**src/rtl/rgb_hue_if.sv**
```systemverilog
// Control and duty-word bundle between a hue sequencer and its consumer.
// The slave side is the sequencer; the master side drives en/restart and reads the duty words.
interface rgb_hue_if #(
    parameter int R = 8
);
    logic         en;
    logic         restart;
    logic [R:0]   duty_r;
    logic [R:0]   duty_g;
    logic [R:0]   duty_b;
    logic [2:0]   segment;
    logic         wrap;

    modport master (
        output en,
        output restart,
        input  duty_r,
        input  duty_g,
        input  duty_b,
        input  segment,
        input  wrap
    );

    modport slave (
        input  en,
        input  restart,
        output duty_r,
        output duty_g,
        output duty_b,
        output segment,
        output wrap
    );
endinterface

```
**src/rtl/rgb_hue_sequencer.sv**
```systemverilog
// Six-segment colour-wheel generator producing three R+1 bit duty words for the RGB PWM path.
// Define RGB_HUE_GAMMA_EN to square each channel ((x*x)>>R) ahead of the output registers.
module rgb_hue_sequencer #(
    parameter int R        = 8,
    parameter int STEP_DIV = 2499999
) (
    input  logic     clk,
    input  logic     rst,
    rgb_hue_if.slave hue
);
    localparam int             DW       = (STEP_DIV > 0) ? $clog2(STEP_DIV + 1) : 1;
    localparam logic [DW-1:0]  DIV_LAST = DW'(STEP_DIV);
    localparam logic [DW-1:0]  DIV_ONE  = DW'(1);
    localparam logic [R-1:0]   V_LAST   = {R{1'b1}};
    localparam logic [R-1:0]   V_ONE    = R'(1);
    localparam logic [R:0]     MAX_V    = {1'b1, {R{1'b0}}};
    localparam logic [R:0]     ZERO_V   = {(R+1){1'b0}};
    localparam logic [2:0]     SEG_LAST = 3'd5;

    logic [DW-1:0] div_cnt_q, div_cnt_d;
    logic [2:0]    seg_q, seg_d;
    logic [R-1:0]  v_q, v_d;
    logic          wrap_evt_q, wrap_evt_d;
    logic          tick_s;

    logic [R:0]    up_s, dn_s;
    logic [R:0]    lin_r_s, lin_g_s, lin_b_s;

    logic [R:0]    duty_r_q, duty_r_d;
    logic [R:0]    duty_g_q, duty_g_d;
    logic [R:0]    duty_b_q, duty_b_d;
    logic [2:0]    segment_q, segment_d;
    logic          wrap_q, wrap_d;

`ifdef RGB_HUE_GAMMA_EN
    // Perceptual square: MAX*MAX>>R == MAX, so the result always fits in R+1 bits.
    function automatic logic [R:0] gamma(input logic [R:0] x);
        logic [2*R+1:0] prod;
        prod = {{(R+1){1'b0}}, x} * {{(R+1){1'b0}}, x};
        return (R+1)'(prod >> R);
    endfunction
`endif

    // Prescaler and wheel position; restart overrides a coincident tick.
    always_comb begin
        tick_s     = hue.en && (div_cnt_q == DIV_LAST);
        div_cnt_d  = div_cnt_q;
        seg_d      = seg_q;
        v_d        = v_q;
        wrap_evt_d = 1'b0;
        if (hue.restart) begin
            div_cnt_d = {DW{1'b0}};
            seg_d     = 3'd0;
            v_d       = {R{1'b0}};
        end else if (tick_s) begin
            div_cnt_d = {DW{1'b0}};
            if (v_q != V_LAST) begin
                v_d = v_q + V_ONE;
            end else begin
                v_d = {R{1'b0}};
                if (seg_q == SEG_LAST) begin
                    seg_d      = 3'd0;
                    wrap_evt_d = 1'b1;
                end else begin
                    seg_d = seg_q + 3'd1;
                end
            end
        end else if (hue.en) begin
            div_cnt_d = div_cnt_q + DIV_ONE;
        end else begin
            div_cnt_d = div_cnt_q;
        end
    end

    // Segment map: one channel ramps while the other two sit at MAX or 0.
    always_comb begin
        up_s = {1'b0, v_q};
        dn_s = MAX_V - up_s;
        case (seg_q)
            3'd0:    begin lin_r_s = MAX_V;  lin_g_s = up_s;   lin_b_s = ZERO_V; end
            3'd1:    begin lin_r_s = dn_s;   lin_g_s = MAX_V;  lin_b_s = ZERO_V; end
            3'd2:    begin lin_r_s = ZERO_V; lin_g_s = MAX_V;  lin_b_s = up_s;   end
            3'd3:    begin lin_r_s = ZERO_V; lin_g_s = dn_s;   lin_b_s = MAX_V;  end
            3'd4:    begin lin_r_s = up_s;   lin_g_s = ZERO_V; lin_b_s = MAX_V;  end
            3'd5:    begin lin_r_s = MAX_V;  lin_g_s = ZERO_V; lin_b_s = dn_s;   end
            default: begin lin_r_s = ZERO_V; lin_g_s = ZERO_V; lin_b_s = ZERO_V; end
        endcase
    end

    // Output register inputs; wrap follows the registered 5->0 step event.
    always_comb begin
`ifdef RGB_HUE_GAMMA_EN
        duty_r_d = gamma(lin_r_s);
        duty_g_d = gamma(lin_g_s);
        duty_b_d = gamma(lin_b_s);
`else
        duty_r_d = lin_r_s;
        duty_g_d = lin_g_s;
        duty_b_d = lin_b_s;
`endif
        segment_d = seg_q;
        wrap_d    = wrap_evt_q;
    end

    // Sequence state registers.
    always_ff @(posedge clk or posedge rst) begin
        if (rst) begin
            div_cnt_q  <= {DW{1'b0}};
            seg_q      <= 3'd0;
            v_q        <= {R{1'b0}};
            wrap_evt_q <= 1'b0;
        end else begin
            div_cnt_q  <= div_cnt_d;
            seg_q      <= seg_d;
            v_q        <= v_d;
            wrap_evt_q <= wrap_evt_d;
        end
    end

    // Output registers, one cycle behind the sequence state.
    always_ff @(posedge clk or posedge rst) begin
        if (rst) begin
            duty_r_q  <= ZERO_V;
            duty_g_q  <= ZERO_V;
            duty_b_q  <= ZERO_V;
            segment_q <= 3'd0;
            wrap_q    <= 1'b0;
        end else begin
            duty_r_q  <= duty_r_d;
            duty_g_q  <= duty_g_d;
            duty_b_q  <= duty_b_d;
            segment_q <= segment_d;
            wrap_q    <= wrap_d;
        end
    end

    assign hue.duty_r  = duty_r_q;
    assign hue.duty_g  = duty_g_q;
    assign hue.duty_b  = duty_b_q;
    assign hue.segment = segment_q;
    assign hue.wrap    = wrap_q;
endmodule

```
**src/flat_wrapper.sv**
```systemverilog
// flat-port wrapper written by rule: the top's interface ports become plain ports
module rgb_hue_sequencer_flat 
#(
    parameter int R        = 8,
    parameter int STEP_DIV = 2499999
)
  (clk, rst, hue_en, hue_restart, hue_duty_r, hue_duty_g, hue_duty_b, hue_segment, hue_wrap);
  rgb_hue_if #(.R(R)) hue_i ();
  input  logic clk;
  input  logic rst;
  input wire logic [$bits(hue_i.en)-1:0] hue_en;
  input wire logic [$bits(hue_i.restart)-1:0] hue_restart;
  output wire logic [$bits(hue_i.duty_r)-1:0] hue_duty_r;
  output wire logic [$bits(hue_i.duty_g)-1:0] hue_duty_g;
  output wire logic [$bits(hue_i.duty_b)-1:0] hue_duty_b;
  output wire logic [$bits(hue_i.segment)-1:0] hue_segment;
  output wire logic [$bits(hue_i.wrap)-1:0] hue_wrap;
  assign hue_i.en = hue_en;
  assign hue_i.restart = hue_restart;
  assign hue_duty_r = hue_i.duty_r;
  assign hue_duty_g = hue_i.duty_g;
  assign hue_duty_b = hue_i.duty_b;
  assign hue_segment = hue_i.segment;
  assign hue_wrap = hue_i.wrap;
  rgb_hue_sequencer #(.R(R), .STEP_DIV(STEP_DIV)) u_core (.clk(clk), .rst(rst), .hue(hue_i));
endmodule
```
**config.mk**
```make
export PLATFORM = sky130hd
export DESIGN_NAME = rgb_hue_sequencer_flat
export DESIGN_NICKNAME = d
export VERILOG_FILES = /design/src/rtl/rgb_hue_if.sv /design/src/rtl/rgb_hue_sequencer.sv /design/src/flat_wrapper.sv
export SDC_FILE = /design/constraint.sdc
export NUM_CORES = 1
export LEC_CHECK = 0
export ABC_AREA = 1
export CORE_MARGIN = 2
export CORE_UTILIZATION = 45
export DETAILED_ROUTE_END_ITERATION = 7
export HOLD_SLACK_MARGIN = 0.03
export MAX_ROUTING_LAYER = met4
export PLACE_DENSITY_LB_ADDON = 0.25
export SYNTH_ARGS = -nofsm -noshare
export SYNTH_HDL_FRONTEND = slang
export SYNTH_SLANG_ARGS = --single-unit
export TNS_END_PERCENT = 10
```
**constraint.sdc**
```tcl
create_clock -name clk -period 2.5 [get_ports clk]
set_input_delay 0.75 -clock clk [delete_from_list [all_inputs] [get_ports clk]]
set_output_delay 0.75 -clock clk [all_outputs]
set_load 0.05 [all_outputs]
```
==> impl_results.md, run 1 <==
- Status: complete, no violations
- Stage delay of the slowest cell on the critical path: 0.80 ns
- Fin. max-slew vios: 0
- Initial cell density of the core: 45.9%
- Worst path bufs/invs: 1
- DRC violation total after the first TritonRoute iteration: 104
- Transition time of the tightest slew-check pin: 0.502 ns
- Setup clock skew after layout: 0.0100 ns
- VDD IR max: 0.000315 V
- Launch instance of the worst min-delay path: u_core.wrap_d
- Internal reg-to-reg setup slack: 0.86 ns
- Worst-case headroom to the max-slew limit: 66.4%
- Setup repair after global routing missed its margin: no
- GRT Overall Usage: 21.3%
- Cells on worst reg2reg path: 9
- Tcrit/Tclk final: 89.3%
- Type of element capturing the critical path: output pin
- PwrDens: 541 nW/um^2
- H-tree lvl count: 3
- Sort of element at the start of the critical path: register
- Post-synth ARST share: 100%
- Critical R2R Capture: u_core.v_q[1]
- Worst min path class: reg2reg
- Worst slack, placed: 0.226 ns
- Count of maximum capacitance violations: 0
- Net count, final: 459
- Cell with the largest stage delay on the worst path: sky130_fd_sc_hd__clkdlybuf4s50_1
- Setup slack after layout: 0.268 ns
- Vertical die dimension: 89.5 um
- Class of the most critical setup path: reg2out
- Via-to-Cell Ratio: 5.05
- Cell area after synthesis: 3290 um^2
- First-pass GRT wire length: 12600 um
- GP Congestion: 0.912
- Critical path data required time: 1.75 ns
- P&R area growth vs syn: 22.7%
- Latest clock arrival within the worst-skew pair: 0.35 ns
- Count of vias placed by the detailed router: 2805
- Number of antenna-violating nets in the routed design: 0
- Number of sinks driven by the clock tree: 65
- DR pass1 iterations: 4
- Highest attainable clock frequency: 0.448 GHz
- Buffers on Ports: 34
- Ant diodes: 0
- Dpl hpwl: 5490 um
- Static Leak: 1.72 nW
- Count of flip-flops with a built-in enable after synthesis: 0
- Hold Path Cell Cnt: 0
- Clock transition at the registers of the reported paths: 0.08 ns
- Core area: 7180 um^2
- #FFs+latches synth: 65
- I/O pin cnt: 35
- Count of hold buffers inserted by post-cts repair: 0
- Number of buffers created by CTS: 9
- Count of warnings emitted by yosys: 0
- Die outline area: 8010 um^2
- Number of antenna violations at the first check in global routing: 0
- Number of resized instances in the post-cts repair step: 0
- Portion of the post-synthesis area used by sequential elements: 49.4%
- Wire length reported by the detailed router: 7280 um
- Category of cells accounting for the largest share of critical-path delay: buffers and inverters
- Critical path fanouts, max: 1
- Horiz. Die Dim: 89.5 um
- Setup TNS: 0 ns
- Cell at the root of the clock tree: sky130_fd_sc_hd__clkbuf_8
- Congestion Overflow GR: 0
- Post-Syn Nets: 411
- Std cell rows: 31
- Average cell area after synthesis: 8.17 um^2
- Remaining design rule violation count: 0
- Share of the core filled with cells in the final layout: 56.3%
- Number of hold-slack violations in the final timing report: 0
- GR Layer Usage met3: 4.99%
- Maximum number of pins on one net before global-route repair: 40
- Number of global-route vias before repair: 2691
- Arr. time, crit path: 1.48 ns
- Setup violations, final: 0
- Capture endpoint of the worst hold path: u_core.hue.wrap
- Share of post-route cells with drive strength above 1: 9.65%
- Routing usage on met2: 36.7%
- Post-CTS Setup Inserts: 0
- Start of the worst register-to-register path: u_core.div_cnt_q[1]
- Wire length per cell after detailed routing: 13.1 um
- Clock period minus final worst setup slack: 2.23 ns
- Max clock buf depth: 2
- Busiest grt layer: met2
- Netlist cell types: 27
- TritonCTS clock tree: built
- Cell breakdown of the critical path: clkdlybuf4s50_1
- Mapped Cells: 403
- Most instantiated flip-flop cell in the synthesis netlist: sky130_fd_sc_hd__dfrtp_1
- Met1 track utilization from global routing: 23.9%
==> layout make-up <==
type,instances,area [um^2]
Clock inverter,6,92.6
Multi-Input combinational cell,284,1450
Tap cell,99,124
Clock buffer,10,128
Sequential cell,65,1630
Fill cell,685,3140
Timing Repair Buffer,41,430
Inverter,50,188
==> placed cells by master, fill, tap and decap left out, types with 12 or more instances in the layout <==
cell	Yosys	final
sky130_fd_sc_hd__nor2_1	61	61
sky130_fd_sc_hd__nor3_1	16	16
sky130_fd_sc_hd__o21ai_0	20	20
sky130_fd_sc_hd__dfrtp_1	65	65
sky130_fd_sc_hd__xor2_1	12	12
sky130_fd_sc_hd__nand2_1	79	79
sky130_fd_sc_hd__nand4_1	18	18
sky130_fd_sc_hd__inv_1	43	42
sky130_fd_sc_hd__o22ai_1	18	18
sky130_fd_sc_hd__nand3_1	24	24
sky130_fd_sc_hd__clkdlybuf4s50_1	0	34
==> cells by family after synthesis <==
family | synth area share, %
and+or+nand+nor | 30.7
DFF | 49.4
buffers and inverters | 6.58
AOI/OAI and AO/OA | 8.06
xor gates and xnor gates | 3.73
adders and majority gates | 1.52
==> stage by stage <==
stage	hold slack, ns	power (mW)	cells	cell area [um^2]
after detailed placement	0.336	1.21	539	3820
final	0.338	2.18	555	4040
after CTS	0.341	2.20	555	4040
after floorplan	0.331	1.17	403	3290
after global placement	0.335	1.21	539	3820
after global routing	0.353	2.27	555	4040
==> routing by layer <==
metal  share of wire, %  vias to the layer above
li1                   -                     1424
met1                 42                     1290
met2                 52                       74
met3                3.4                       17
met4                2.6                        0
met5                  0                        -
==> Yosys cell counts (6+ instances only) <==
cell type,instances,area [um^2]
sky130_fd_sc_hd__xor2_1,12,105
sky130_fd_sc_hd__nand2_1,79,297
sky130_fd_sc_hd__a21oi_1,9,45.0
sky130_fd_sc_hd__o22ai_1,18,113
sky130_fd_sc_hd__dfrtp_1,65,1630
sky130_fd_sc_hd__nor2_4,6,67.6
sky130_fd_sc_hd__o21ai_0,20,100
sky130_fd_sc_hd__nor2_1,61,229
sky130_fd_sc_hd__nand3_1,24,120
sky130_fd_sc_hd__inv_1,43,161
sky130_fd_sc_hd__nand4_1,18,113
sky130_fd_sc_hd__nor3_1,16,80.1
==> where the power goes <==
part | leakage (nW) | switching [mW] | internal (mW)
logic | 0.713 | 0.0757 | 0.0394
registers | 0.901 | 0.0110 | 1.06
clock network | 0.103 | 0.428 | 0.565
==> sequential cells by signal, summed over array words and instances, names as in the netlist <==
signal,cells
u_core.hue.segment,3
u_core.div_cnt_q,22
u_core.hue.duty_g,9
u_core.wrap_d,1
u_core.hue.duty_r,9
u_core.hue.duty_b,9
u_core.hue.wrap,1
u_core.seg_q,3
u_core.v_q,8
==> how the worst max path moves through the flow <==
stage | cells after the start | end | startpoint | slack (ns)
after floorplan | 1 | u_core.div_cnt_q[0] | rst | 0.12
after global placement | 9 | u_core.div_cnt_q[18] | hue_en | 0.25
after detailed placement | 8 | u_core.div_cnt_q[12] | hue_en | 0.23
after CTS | 1 | hue_duty_b[6] | u_core.hue.duty_b[6] | 0.25
after global routing | 1 | hue_duty_r[8] | u_core.hue.duty_r[8] | 0.22
final | 1 | hue_duty_b[6] | u_core.hue.duty_b[6] | 0.27
Power figures use the tool's default switching activity.
==> run 2, diff against run 1 <==
--- a/config.mk
+++ b/config.mk
@@ -12,6 +12,7 @@
 export HOLD_SLACK_MARGIN = 0.03
 export MAX_ROUTING_LAYER = met4
 export PLACE_DENSITY_LB_ADDON = 0.25
+export SLEW_MARGIN = 30
 export SYNTH_ARGS = -nofsm -noshare
 export SYNTH_HDL_FRONTEND = slang
 export SYNTH_SLANG_ARGS = --single-unit
==> results of run 2 <==
No change in the layout: final DEF, timing and power equal those of run 1.
